==> src/rtl/alu_writeback_pkg.sv <==
// alu_writeback shared types and constants.
// Instruction kinds, overflow status codes, buffer entry.
package alu_writeback_pkg;

  localparam logic [1:0] KIND_ADD   = 2'd0;
  localparam logic [1:0] KIND_ADDI  = 2'd1;
  localparam logic [1:0] KIND_SUB   = 2'd2;
  localparam logic [1:0] KIND_OTHER = 2'd3;

  localparam logic [31:0] STATUS_ADD  = 32'd1;
  localparam logic [31:0] STATUS_ADDI = 32'd2;
  localparam logic [31:0] STATUS_SUB  = 32'd3;

  localparam int STATUS_REG_DEF = 30;

  typedef struct packed {
    logic [4:0]  rd;
    logic [31:0] data;
  } wb_entry_t;

  function automatic logic [31:0] status_code(
    input logic [1:0] kind
  );
    logic [31:0] code;
    code = '0;
    unique case (1'b1)
      (kind == KIND_ADD):  code = STATUS_ADD;
      (kind == KIND_ADDI): code = STATUS_ADDI;
      (kind == KIND_SUB):  code = STATUS_SUB;
      default:             code = '0;
    endcase
    return code;
  endfunction

endpackage

==> src/rtl/alu_writeback_fifo.sv <==
// wb_fifo2: two-entry writeback buffer.
// Wrap-around pointers; head reads as zero when empty.
module wb_fifo2
  import alu_writeback_pkg::*;
(
  input  logic      clock,
  input  logic      reset,
  input  logic      push,
  input  wb_entry_t push_data,
  input  logic      pop,
  output wb_entry_t head,
  output logic [1:0] occupancy
);

  wb_entry_t  mem_q [2];
  wb_entry_t  mem_d [2];
  logic       wr_ptr_q, wr_ptr_d;
  logic       rd_ptr_q, rd_ptr_d;
  logic [1:0] cnt_q, cnt_d;
  logic       push_ok, pop_ok;

  // next-state for storage, pointers and count
  always_comb begin
    mem_d    = mem_q;
    wr_ptr_d = wr_ptr_q;
    rd_ptr_d = rd_ptr_q;
    push_ok  = push && (cnt_q != 2'd2);
    pop_ok   = pop && (cnt_q != 2'd0);
    if (push_ok) begin
      mem_d[wr_ptr_q] = push_data;
      wr_ptr_d        = ~wr_ptr_q;
    end
    if (pop_ok) begin
      rd_ptr_d = ~rd_ptr_q;
    end
    cnt_d = cnt_q + {1'b0, push_ok} - {1'b0, pop_ok};
  end

  // state registers, cleared asynchronously
  always_ff @(posedge clock or negedge reset) begin
    if (!reset) begin
      for (int i = 0; i < 2; i++) begin
        mem_q[i] <= '0;
      end
      wr_ptr_q <= 1'b0;
      rd_ptr_q <= 1'b0;
      cnt_q    <= 2'd0;
    end else begin
      mem_q    <= mem_d;
      wr_ptr_q <= wr_ptr_d;
      rd_ptr_q <= rd_ptr_d;
      cnt_q    <= cnt_d;
    end
  end

  assign head      = (cnt_q == 2'd0) ? '0 : mem_q[rd_ptr_q];
  assign occupancy = cnt_q;

endmodule

==> src/rtl/alu_writeback.sv <==
// alu_writeback: buffers ALU results for the register file.
// Overflows become status writes to STATUS_REG.
module alu_writeback
  import alu_writeback_pkg::*;
#(
  parameter int STATUS_REG = STATUS_REG_DEF,
  parameter int DEPTH      = 2
) (
  input  logic        clock,
  input  logic        reset,
  input  logic        in_valid,
  output logic        in_ready,
  input  logic [1:0]  in_kind,
  input  logic        in_we,
  input  logic [4:0]  in_rd,
  input  logic [31:0] in_result,
  input  logic        in_overflow,
  input  logic        rf_ready,
  output logic        ctrl_writeEnable,
  output logic [4:0]  ctrl_writeReg,
  output logic [31:0] data_writeReg,
  output logic [1:0]  occupancy,
  output logic [7:0]  exc_count
);

  localparam logic [1:0] FULL = 2'(DEPTH);

  wb_entry_t  push_entry;
  wb_entry_t  head;
  logic [1:0] occ;
  logic       accept, exc, store, push, pop;
  logic [7:0] exc_count_q, exc_count_d;

  // classify the offered op and build the entry to store
  always_comb begin
    accept     = in_valid && in_ready;
    exc        = in_overflow && (in_kind != KIND_OTHER);
    store      = exc || (in_we && (in_rd != 5'd0));
    push       = accept && store;
    push_entry = '{rd: in_rd, data: in_result};
    if (exc) begin
      push_entry = '{rd: 5'(STATUS_REG),
                     data: status_code(in_kind)};
    end
  end

  // saturating exception counter next value
  always_comb begin
    exc_count_d = exc_count_q;
    if (accept && exc && (exc_count_q != 8'hff)) begin
      exc_count_d = exc_count_q + 8'd1;
    end
  end

  // exception counter register
  always_ff @(posedge clock or negedge reset) begin
    if (!reset) begin
      exc_count_q <= 8'd0;
    end else begin
      exc_count_q <= exc_count_d;
    end
  end

  wb_fifo2 u_fifo (
    .clock     (clock),
    .reset     (reset),
    .push      (push),
    .push_data (push_entry),
    .pop       (pop),
    .head      (head),
    .occupancy (occ)
  );

  assign in_ready         = (occ != FULL);
  assign pop              = (occ != 2'd0) && rf_ready;
  assign ctrl_writeEnable = pop;
  assign ctrl_writeReg    = head.rd;
  assign data_writeReg    = head.data;
  assign occupancy        = occ;
  assign exc_count        = exc_count_q;

endmodule

==> config.mk <==
export PLATFORM = sky130hd
export DESIGN_NAME = alu_writeback
export DESIGN_NICKNAME = d
export VERILOG_FILES = /design/src/rtl/alu_writeback_pkg.sv /design/src/rtl/alu_writeback_fifo.sv /design/src/rtl/alu_writeback.sv
export SDC_FILE = /design/constraint.sdc
export NUM_CORES = 1
export LEC_CHECK = 0
export BUFFER_PORTS_ARGS = -buffer_cell sky130_fd_sc_hd__buf_2
export CAP_MARGIN = 20
export CORE_MARGIN = 2
export CORE_UTILIZATION = 25
export CTS_CLUSTER_DIAMETER = 150
export DETAILED_ROUTE_END_ITERATION = 12
export GPL_TIMING_DRIVEN = 1
export HOLD_SLACK_MARGIN = 0.02
export SETUP_SLACK_MARGIN = 0.02
export SLEW_MARGIN = 20
export SYNTH_ARGS = -nofsm -noshare
export SYNTH_HDL_FRONTEND = slang
export SYNTH_SLANG_ARGS = --single-unit
==> constraint.sdc <==
create_clock -name clock -period 2.2 [get_ports clock]
set_input_delay 0.22 -clock clock [delete_from_list [all_inputs] [get_ports clock]]
set_output_delay 0.22 -clock clock [all_outputs]
set_load 0.005 [all_outputs]
Word level (Yosys, flattened, before mapping)
Index checks and enable logic that the tools add are counted.
{"block": "totals", "regBits": 86, "in_bits": 45, "word_cells": 47}
{"block": "classes", "addsub": 3, "magnitude_cmp": 3, "eq_ne": 5, "muxes": 9, "bitwise": 4, "n_reduce_logical": 15}
{"operator": "37-bit 2-to-1 mux", "count": 6}
{"operator": "74-bit bitwise mux", "count": 1}
{"operator": "37-bit demux with 1-bit select", "count": 1}
{"operator": "1-bit logical AND", "count": 10}
{"operator": "8-bit by 1-bit adder with 8-bit output, second input constant", "count": 1}
{"operator": "8-bit inequality test, second input constant", "count": 1}
{"operator": "2-bit one-hot mux with 3 select lines", "count": 1}
{"operator": "5-bit nonzero test", "count": 1}
{"operator": "2-bit greater-or-equal comparator, second input constant", "count": 2}
{"operator": "2-bit logical NOT", "count": 2}
{"operator": "2-bit inequality test, second input constant", "count": 2}
{"operator": "1-bit inverter with 2-bit output", "count": 2}
{"operator": "2-bit by 1-bit adder with 2-bit output", "count": 1}
{"operator": "2-bit by 1-bit equality test with 1-bit output, second input constant", "count": 1}
{"operator": "2-bit equality test, second input constant", "count": 1}
{"operator": "2-bit by 1-bit < comparator with 1-bit output, second input constant", "count": 1}
{"operator": "1-bit inverter", "count": 2}
{"operator": "2-bit nonzero test", "count": 1}
{"operator": "2-bit by 1-bit subtractor with 2-bit output", "count": 1}
{"operator": "1-bit logical OR", "count": 1}

Depth between registers and ports, before layout
Gate-level depths: netlist of run 1.
{"block": "depth", "ltp_word": 7, "depth_mapped": 8}

By module
A second synthesis of run 1 with hierarchy kept.
{"block": "unflattened", "cells_unflattened": 357, "area_unflattened_um2": 4471.8}
{"module": "wb_fifo2", "instances": 1, "cells_each": 261, "area_per_inst_um2": 3667.3, "seq_area_each_um2": 1951.9}
{"module": "alu_writeback", "instances": 1, "cells_each": 96, "area_per_inst_um2": 804.5, "seq_area_each_um2": 200.2}

Least setup slack after synthesis of run 1
Ideal clock, no wire load.
{"block": "synth_path", "path_kind": "in2reg", "start": "input port in_kind[0]", "end": "register u_fifo.mem_q[0] (netlist name)", "arrival_time_ns": 1.613, "required_ns": 2.075, "path_slack_ns": 0.462, "cell_stages": 7, "n_path_buf": 2, "cell_sequence": "ha_1 > nor2b_1 > buf_2 > o2111ai_2 > nor2_4 > buf_12 > mux2_4"}
{"block": "synth_via", "elab_chain_cells": 5, "word_cells_on_any_way": 11, "cone_classes": "eq/ne: 3; mux: 3; reduce/logical: 5"}
{"item": "start, declared", "line_no": "alu_writeback.sv:13", "text": "input logic [1:0] in_kind,"}
{"item": "parallel branches: the longest is 5 deep, another holds 74-bit bitwise mux"}
{"item": "end signal, assigned", "line_no": "alu_writeback_fifo.sv:49", "text": "mem_q <= mem_d;"}
{"item": "end, declared", "line_no": "alu_writeback_fifo.sv:15", "text": "wb_entry_t mem_q [2];"}
Several ways; the timed one is not identified.
A chain may end at the register's enable or synchronous reset.

Final worst setup path of run 1
{"block": "layout_path", "start": "register u_fifo.rd_ptr_q", "end": "output port ctrl_writeReg[0]"}
{"block": "layout_via", "elab_chain_cells": 5}
{"item": "start, declared", "line_no": "alu_writeback_fifo.sv:18", "text": "logic rd_ptr_q, rd_ptr_d;"}
{"item": "start signal, assigned", "line_no": "alu_writeback_fifo.sv:51", "text": "rd_ptr_q <= rd_ptr_d;"}
{"item": "1-bit inverter with 2-bit output (not written as such)", "line_no": "alu_writeback_fifo.sv:56", "text": "assign head = (cnt_q == 2'd0) ? '0 : mem_q[rd_ptr_q];"}
{"item": "37-bit 2-to-1 mux (not written as such) (3 in series)", "line_no": "alu_writeback_fifo.sv:56"}
{"item": "37-bit 2-to-1 mux", "line_no": "alu_writeback_fifo.sv:56"}
{"item": "end, declared", "line_no": "alu_writeback.sv:20", "text": "output logic [4:0] ctrl_writeReg,"}
Every way passes these cells. The select of a mux whose other input is x is not followed.

==> results.ini, run 1 <==
[cts]
cts_tree=built
cts_root_buf=clkbuf_16
clk_pin_slew_ns=0.06
clock_latency_ns=0.34
postCtsSetupRepairBufs=0
clock_sinks=86
numCtsBuffers=9
htreeDepth=3
cts_buffer_depth=2

[die]
dieArea_um2=19600
num_io_pins=94
rows=49
core-area_um2=18000
chipWidth_um=140
die_h_um=140
floorplan.initialDensity=0.256

[critical_path]
cpPeakStageDelay_ns=0.62
startpoint=u_fifo.rd_ptr_q
crit_type=reg -> out
r2r_slack_ns=0.43
timing.rr.end=exc_count[7]
crit_fanout=12
reg2reg_depth=5
required_ns=1.98
endpoint_kind=output pin
worstSetupStartpointType=register
critical_path.slowest_cell=dfrtp_2
endpoint=ctrl_writeReg[0]
cp.arrival_ns=1.72
reg2reg_from=u_fifo.occupancy[0]
path_cells=buf_4 -> mux2i_1 -> nor2_1 -> buf_2

[sta]
hold_viol_final=0
period_needed_ns=1.94
finalSetupTns_ns=0
min_period_over_period=0.883
clock_skew_ns=0.00595
hold_ws_ns=0.239
drv_slew=0
rsz0062_at_grt=false
max_freq_mhz=515
relSlewSlack=0.642
setup_viol=0
worst_pin_slew_ns=0.537

[synthesis]
ys_seq_area_frac=0.466
async_flop_share=1.00
synthMuxAreaShare=0.319
ys_types=34
synth_area_um2=4620
synth_fa_ha_area_frac=0.0190
syn_area_per_cell_um2=12.9
synth_compound_area_frac=0.0198
ys.flop_type=dfrtp_1
synth.net_count=409
synth_top_family_by_area=multiplexers
synth_edf_count=0
synthSimpleGateAreaFrac=0.122
ys_seq_elements=86
syn_inst=357
synth-xor-area-share=0.00949
synth_warnings=0

[global_routing]
grt_max_degree=49
antenna_found_initial=0
track_usage=0.113
first_global_vias=3278
grt_overflow=0
grt_pass1_wl_um=17500

[cells_and_area]
synthToLayoutAreaGrowth_pct=22.7
nets=505
antenna_cells=0
postLayoutCellArea_um2=5660
drive_gt1_frac=0.454
n_fill_cell=1862

[pwr]
seqPwrFrac=0.364
finalPower_mw=7.67
share_comb_of_total_power=0.432
p_sw_frac=0.335
p_int_mw=5.10
vdd_drop_max_mv=0.780
power.share.clock=0.204
switchingPower_mw=2.57
power_per_cell_area_nw_per_um2=1350
p_leak_nw=2.76

[routing]
finalWirelength_um=10500
drt-vias-per-instance=4.27
drtPass1Iterations=4
num_vias=2935
ant_nets=0
wl_per_cell_um=15.3
remaining_drc_errors=0
drt_iter0_drc=78

[status]
outcome=finished clean

[hold_path]
hp-class=in -> reg
min_from=in_result[2]

[placed_design]
place_hpwl_um=7250
portBuffers=93
place_congestion=0.703
place_area_um2=5350

[run]
drv_cap=0

[worst min-delay path by stage]
stage                       endpoint  cells past startpoint  slack (ns)
global route        u_fifo.mem_q[31]                      3        0.24
floorplan               exc_count[0]                      0       -0.08
finish              u_fifo.mem_q[39]                      3        0.24
global placement    u_fifo.mem_q[61]                      1        0.23
detailed placement  u_fifo.mem_q[61]                      1        0.24
CTS                 u_fifo.mem_q[31]                      3        0.22
[critical path, delay by kind of cell (launching register included)]
family / cells / cell delay (ns)
flops: 1 / 0.62
buf+inv: 2 / 0.48
simple gates: 1 / 0.06
mux: 1 / 0.22
[final cells by class]
cell class	instances	area, µm²	area share
Clock buffer	9	225	0.0398
Timing Repair Buffer	105	623	0.110
Sequential cell	86	2150	0.380
Tap cell	229	287	0.0506
Clock inverter	7	80.1	0.0141
Inverter	7	26.3	0.00464
Multi-Input combinational cell	244	2270	0.401
[synth_stat cells, types with 2 or more instances]
master      n  area share
xor2_1      2      0.0038
buf_12      6       0.026
nand2_1     8      0.0065
inv_1       7      0.0057
nand4_1     2      0.0027
nor3_1      2      0.0022
nand3_1     5      0.0054
o2111ai_2   2      0.0065
mux2_4     60        0.20
o21ai_0     6      0.0065
xnor2_1     3      0.0057
nand2b_1    6      0.0081
buf_2       4      0.0043
mux2i_1    37       0.080
ha_1        7       0.019
buf_1       3      0.0024
nor2_1     42       0.034
and2_1     30       0.041
nor2b_1     2      0.0027
nor2_4      2      0.0049
dfrtp_1    86        0.47
mux2_2     18       0.044
clkbuf_1    6      0.0049
[layout by cell type, fill, tap and decap left out, drive strengths merged, types with 2 or more instances in the layout]
| cell type | count |
|---|---|
| mux2i | 37 |
| nor3b | 2 |
| and2 | 31 |
| clkinvlp | 2 |
| nand3 | 5 |
| nand2 | 8 |
| xor2 | 2 |
| nand4 | 2 |
| o21ai | 6 |
| nor2b | 2 |
| nor3 | 2 |
| o2111ai | 2 |
| xnor2 | 3 |
| buf | 104 |
| mux2 | 78 |
| nand2b | 6 |
| inv | 9 |
| clkbuf | 9 |
| nor2 | 44 |
| ha | 7 |
| dfrtp | 86 |
| clkinv | 2 |
[flip-flops by register name (all words and copies together), names as in the netlist]
register and cells:
u_fifo.occupancy 2, u_fifo.wr_ptr_q 1, u_fifo.rd_ptr_q 1, exc_count 8, u_fifo.mem_q 74
[routing by layer]
layer | vias up | global-route usage | part of all wire
met5 | - | 0 | 0
met4 | 0 | 0.0237 | 0.0094
met3 | 6 | 0.0400 | 0.051
met2 | 62 | 0.185 | 0.48
met1 | 1453 | 0.144 | 0.46
li1 | 1414 | - | -
[kinds of logic after synthesis]
kind of cell    Yosys count
mux                     115
simple gates            105
flops                    86
buf+inv                  27
compound gates           12
fa+ha+maj                 7
xor+xnor                  5
[power groups by stage]
stage	logic (mW)	registers, mW	clock network [mW]
finish	3.31	2.79	1.56
global route	3.64	2.89	1.70
CTS	3.40	2.79	1.63
detailed placement	3.38	2.81	0
global placement	3.30	2.77	0
floorplan	2.42	2.62	0
[metrics by stage]
| step | instances | utilization | worst slack [ns] |
|---|---|---|---|
| after CTS | 687 | 0.314 | 0.194 |
| after global placement | 670 | 0.297 | 0.294 |
| after global routing | 687 | 0.314 | 0.145 |
| after floorplan | 357 | - | 0.462 |
| final | 687 | 0.314 | 0.258 |
| after detailed placement | 670 | 0.297 | 0.262 |
[repair_timing]
action,4_1_cts,5_1_grt
hold endpoints to repair,38,0
hold buffers,1,0
resized for setup,0,0
No activity file was read; power rests on OpenSTA's default activity.
==> inputs of run 2 (changes only) <==
Settings changed: CTS_BUF_LIST from default to sky130_fd_sc_hd__clkbuf_2 sky130_fd_sc_hd__clkbuf_4 sky130_fd_sc_hd__clkbuf_8.
==> run 2 against run 1 <==
Power shrank 5.2%. Worst hold slack lost 0.026 ns. Utilization shrank 0.56 points. Setup slack lost 0.039 ns. Critical endpoint unchanged.
==> results.ini, run 2 (synthesis results as in run 1) <==
[sta]
fin_ws_ns=0.220  ; -0.0388 ns
worst_pin_slew_ns=0.532  ; -0.00500 ns
min_period_over_period=0.900  ; +0.0176
relSlewSlack=0.645  ; +0.00334
hold_viol_final=0  ; unchanged
period_needed_ns=1.98  ; +0.0388 ns
setup_viol=0  ; unchanged
rsz0062_at_grt=false
finalSetupTns_ns=0  ; unchanged
max_freq_mhz=505  ; -2.0%
drv_slew=0  ; unchanged
clock_skew_ns=0.00841  ; +0.00246 ns

[die]
chipWidth_um=140  ; unchanged
rows=49  ; unchanged
floorplan.initialDensity=0.256  ; unchanged
num_io_pins=94  ; unchanged
core-area_um2=18000  ; unchanged
dieArea_um2=19600  ; unchanged
die_h_um=140  ; unchanged

[cells_and_area]
antenna_cells=0  ; unchanged
postLayoutCellArea_um2=5560  ; -1.8%
n_fill_cell=1862  ; unchanged
synthToLayoutAreaGrowth_pct=20.5
post-route-util=0.309  ; -0.00562
drive_gt1_frac=0.454  ; unchanged
regMostFlops=u_fifo.mem_q
largest_reg_flops=74  ; unchanged
final_cell_mix=92 x buf_2, 85 x dfrtp_1, 60 x mux2_4, 41 x nor2_1, 37 x mux2i_1
layout_commonest_cell=buf_2
nets=505  ; unchanged

[critical_path]
path_cells=buf_4 -> mux2i_1 -> nor2_1 -> buf_2
endpoint_kind=output pin
cp.arrival_ns=1.76  ; +0.04 ns
required_ns=1.98  ; about the same
cpPeakStageDelay_ns=0.63  ; about the same
critPathTopFamily=flip-flops
crit_type=reg -> out
worstSetupStartpointType=register
crit_fanout=12  ; unchanged
cp_num_buf_inv=2  ; unchanged
critical_path.slowest_cell=dfrtp_2

[cts]
cts_tree=built
post_cts_resized=0  ; unchanged
cts_root_buf=clkbuf_8
ctsHoldBuffers=1  ; unchanged
htreeDepth=3  ; unchanged
postCtsSetupRepairBufs=0  ; unchanged
clock_sinks=86  ; unchanged
clk_pin_slew_ns=0.09  ; +0.03 ns
numCtsBuffers=9  ; unchanged
cts_buffer_depth=2  ; unchanged
clock_latency_ns=0.36  ; +0.02 ns

[placed_design]
portBuffers=93  ; unchanged
dp_slack_ns=0.262  ; unchanged
place_area_um2=5350  ; unchanged
place_hpwl_um=7250  ; unchanged
place_congestion=0.703  ; unchanged

[routing]
ant_nets=0  ; unchanged
drtPass1Iterations=4  ; unchanged
finalWirelength_um=10500  ; -0.50%
drt-vias-per-instance=4.29  ; +0.31%
remaining_drc_errors=0  ; unchanged
num_vias=2944  ; +0.31%
wl_per_cell_um=15.2  ; -0.50%
drt_iter0_drc=100  ; +28%

[global_routing]
grt_pass1_wl_um=17400  ; -0.35%
first_global_vias=3264  ; -0.43%
grt_overflow=0  ; unchanged
antenna_found_initial=0  ; unchanged
track_usage=0.112  ; -0.000646
grt_max_degree=49  ; unchanged

[run]
drv_cap=0  ; unchanged

[hold_path]
hp-class=in -> reg

[pwr]
vdd_drop_max_mv=0.791  ; +1.4%
power_per_cell_area_nw_per_um2=1310  ; -3.5%
p_leak_nw=2.72  ; -1.7%

[status]
outcome=finished clean

[run 2: report_power, final]
part	switching, mW	leakage, nW	internal, mW
sequential	0.508	1.07	2.28
clock	0.621	0.0964	0.536
combinational	1.40	1.55	1.92
[run 2: metrics by stage]
step	hold slack, ns	cells	power, mW
floorplan	-0.0756	357	5.04
detailed placement	0.236	670	6.19
global route	0.194	687	7.82
finish	0.213	687	7.27
global placement	0.226	670	6.07
CTS	0.182	687	7.41
[run 2: layout make-up]
type,count,area [µm²],area share
timing repair buffer,105,623,0.112
inverter,7,26.3,0.00472
tap,229,287,0.0515
clock inverter,7,80.1,0.0144
sequential,86,2150,0.387
clock buffer,9,124,0.0223
multi-input combinational,244,2270,0.408
[run 2: routing by layer]
metal | global-route usage | up-vias | routed length, µm
li1 | - | 1412 | -
met1 | 0.144 | 1466 | 4800
met2 | 0.185 | 59 | 5080
met3 | 0.0369 | 7 | 483
met4 | 0.0253 | 0 | 89
met5 | 0 | - | 0
[run 2: worst min-delay path, cell delays in order]
cell    delay, ns
buf_2        0.07
and2_1       0.12
mux2_4       0.14
[run 2: final timing paths]
check,startpoint,to,slack (ns),cells past startpoint
max,u_fifo.rd_ptr_q,ctrl_writeReg[0],0.22,4
min,in_result[31],u_fifo.mem_q[31],0.21,3
max reg2reg,u_fifo.occupancy[0],u_fifo.mem_q[72],0.43,5
min reg2reg,u_fifo.mem_q[70],u_fifo.mem_q[70],0.51,1
max in group asynchronous,reset,u_fifo.rd_ptr_q,1.18,3
min in group asynchronous,reset,u_fifo.mem_q[61],0.36,2
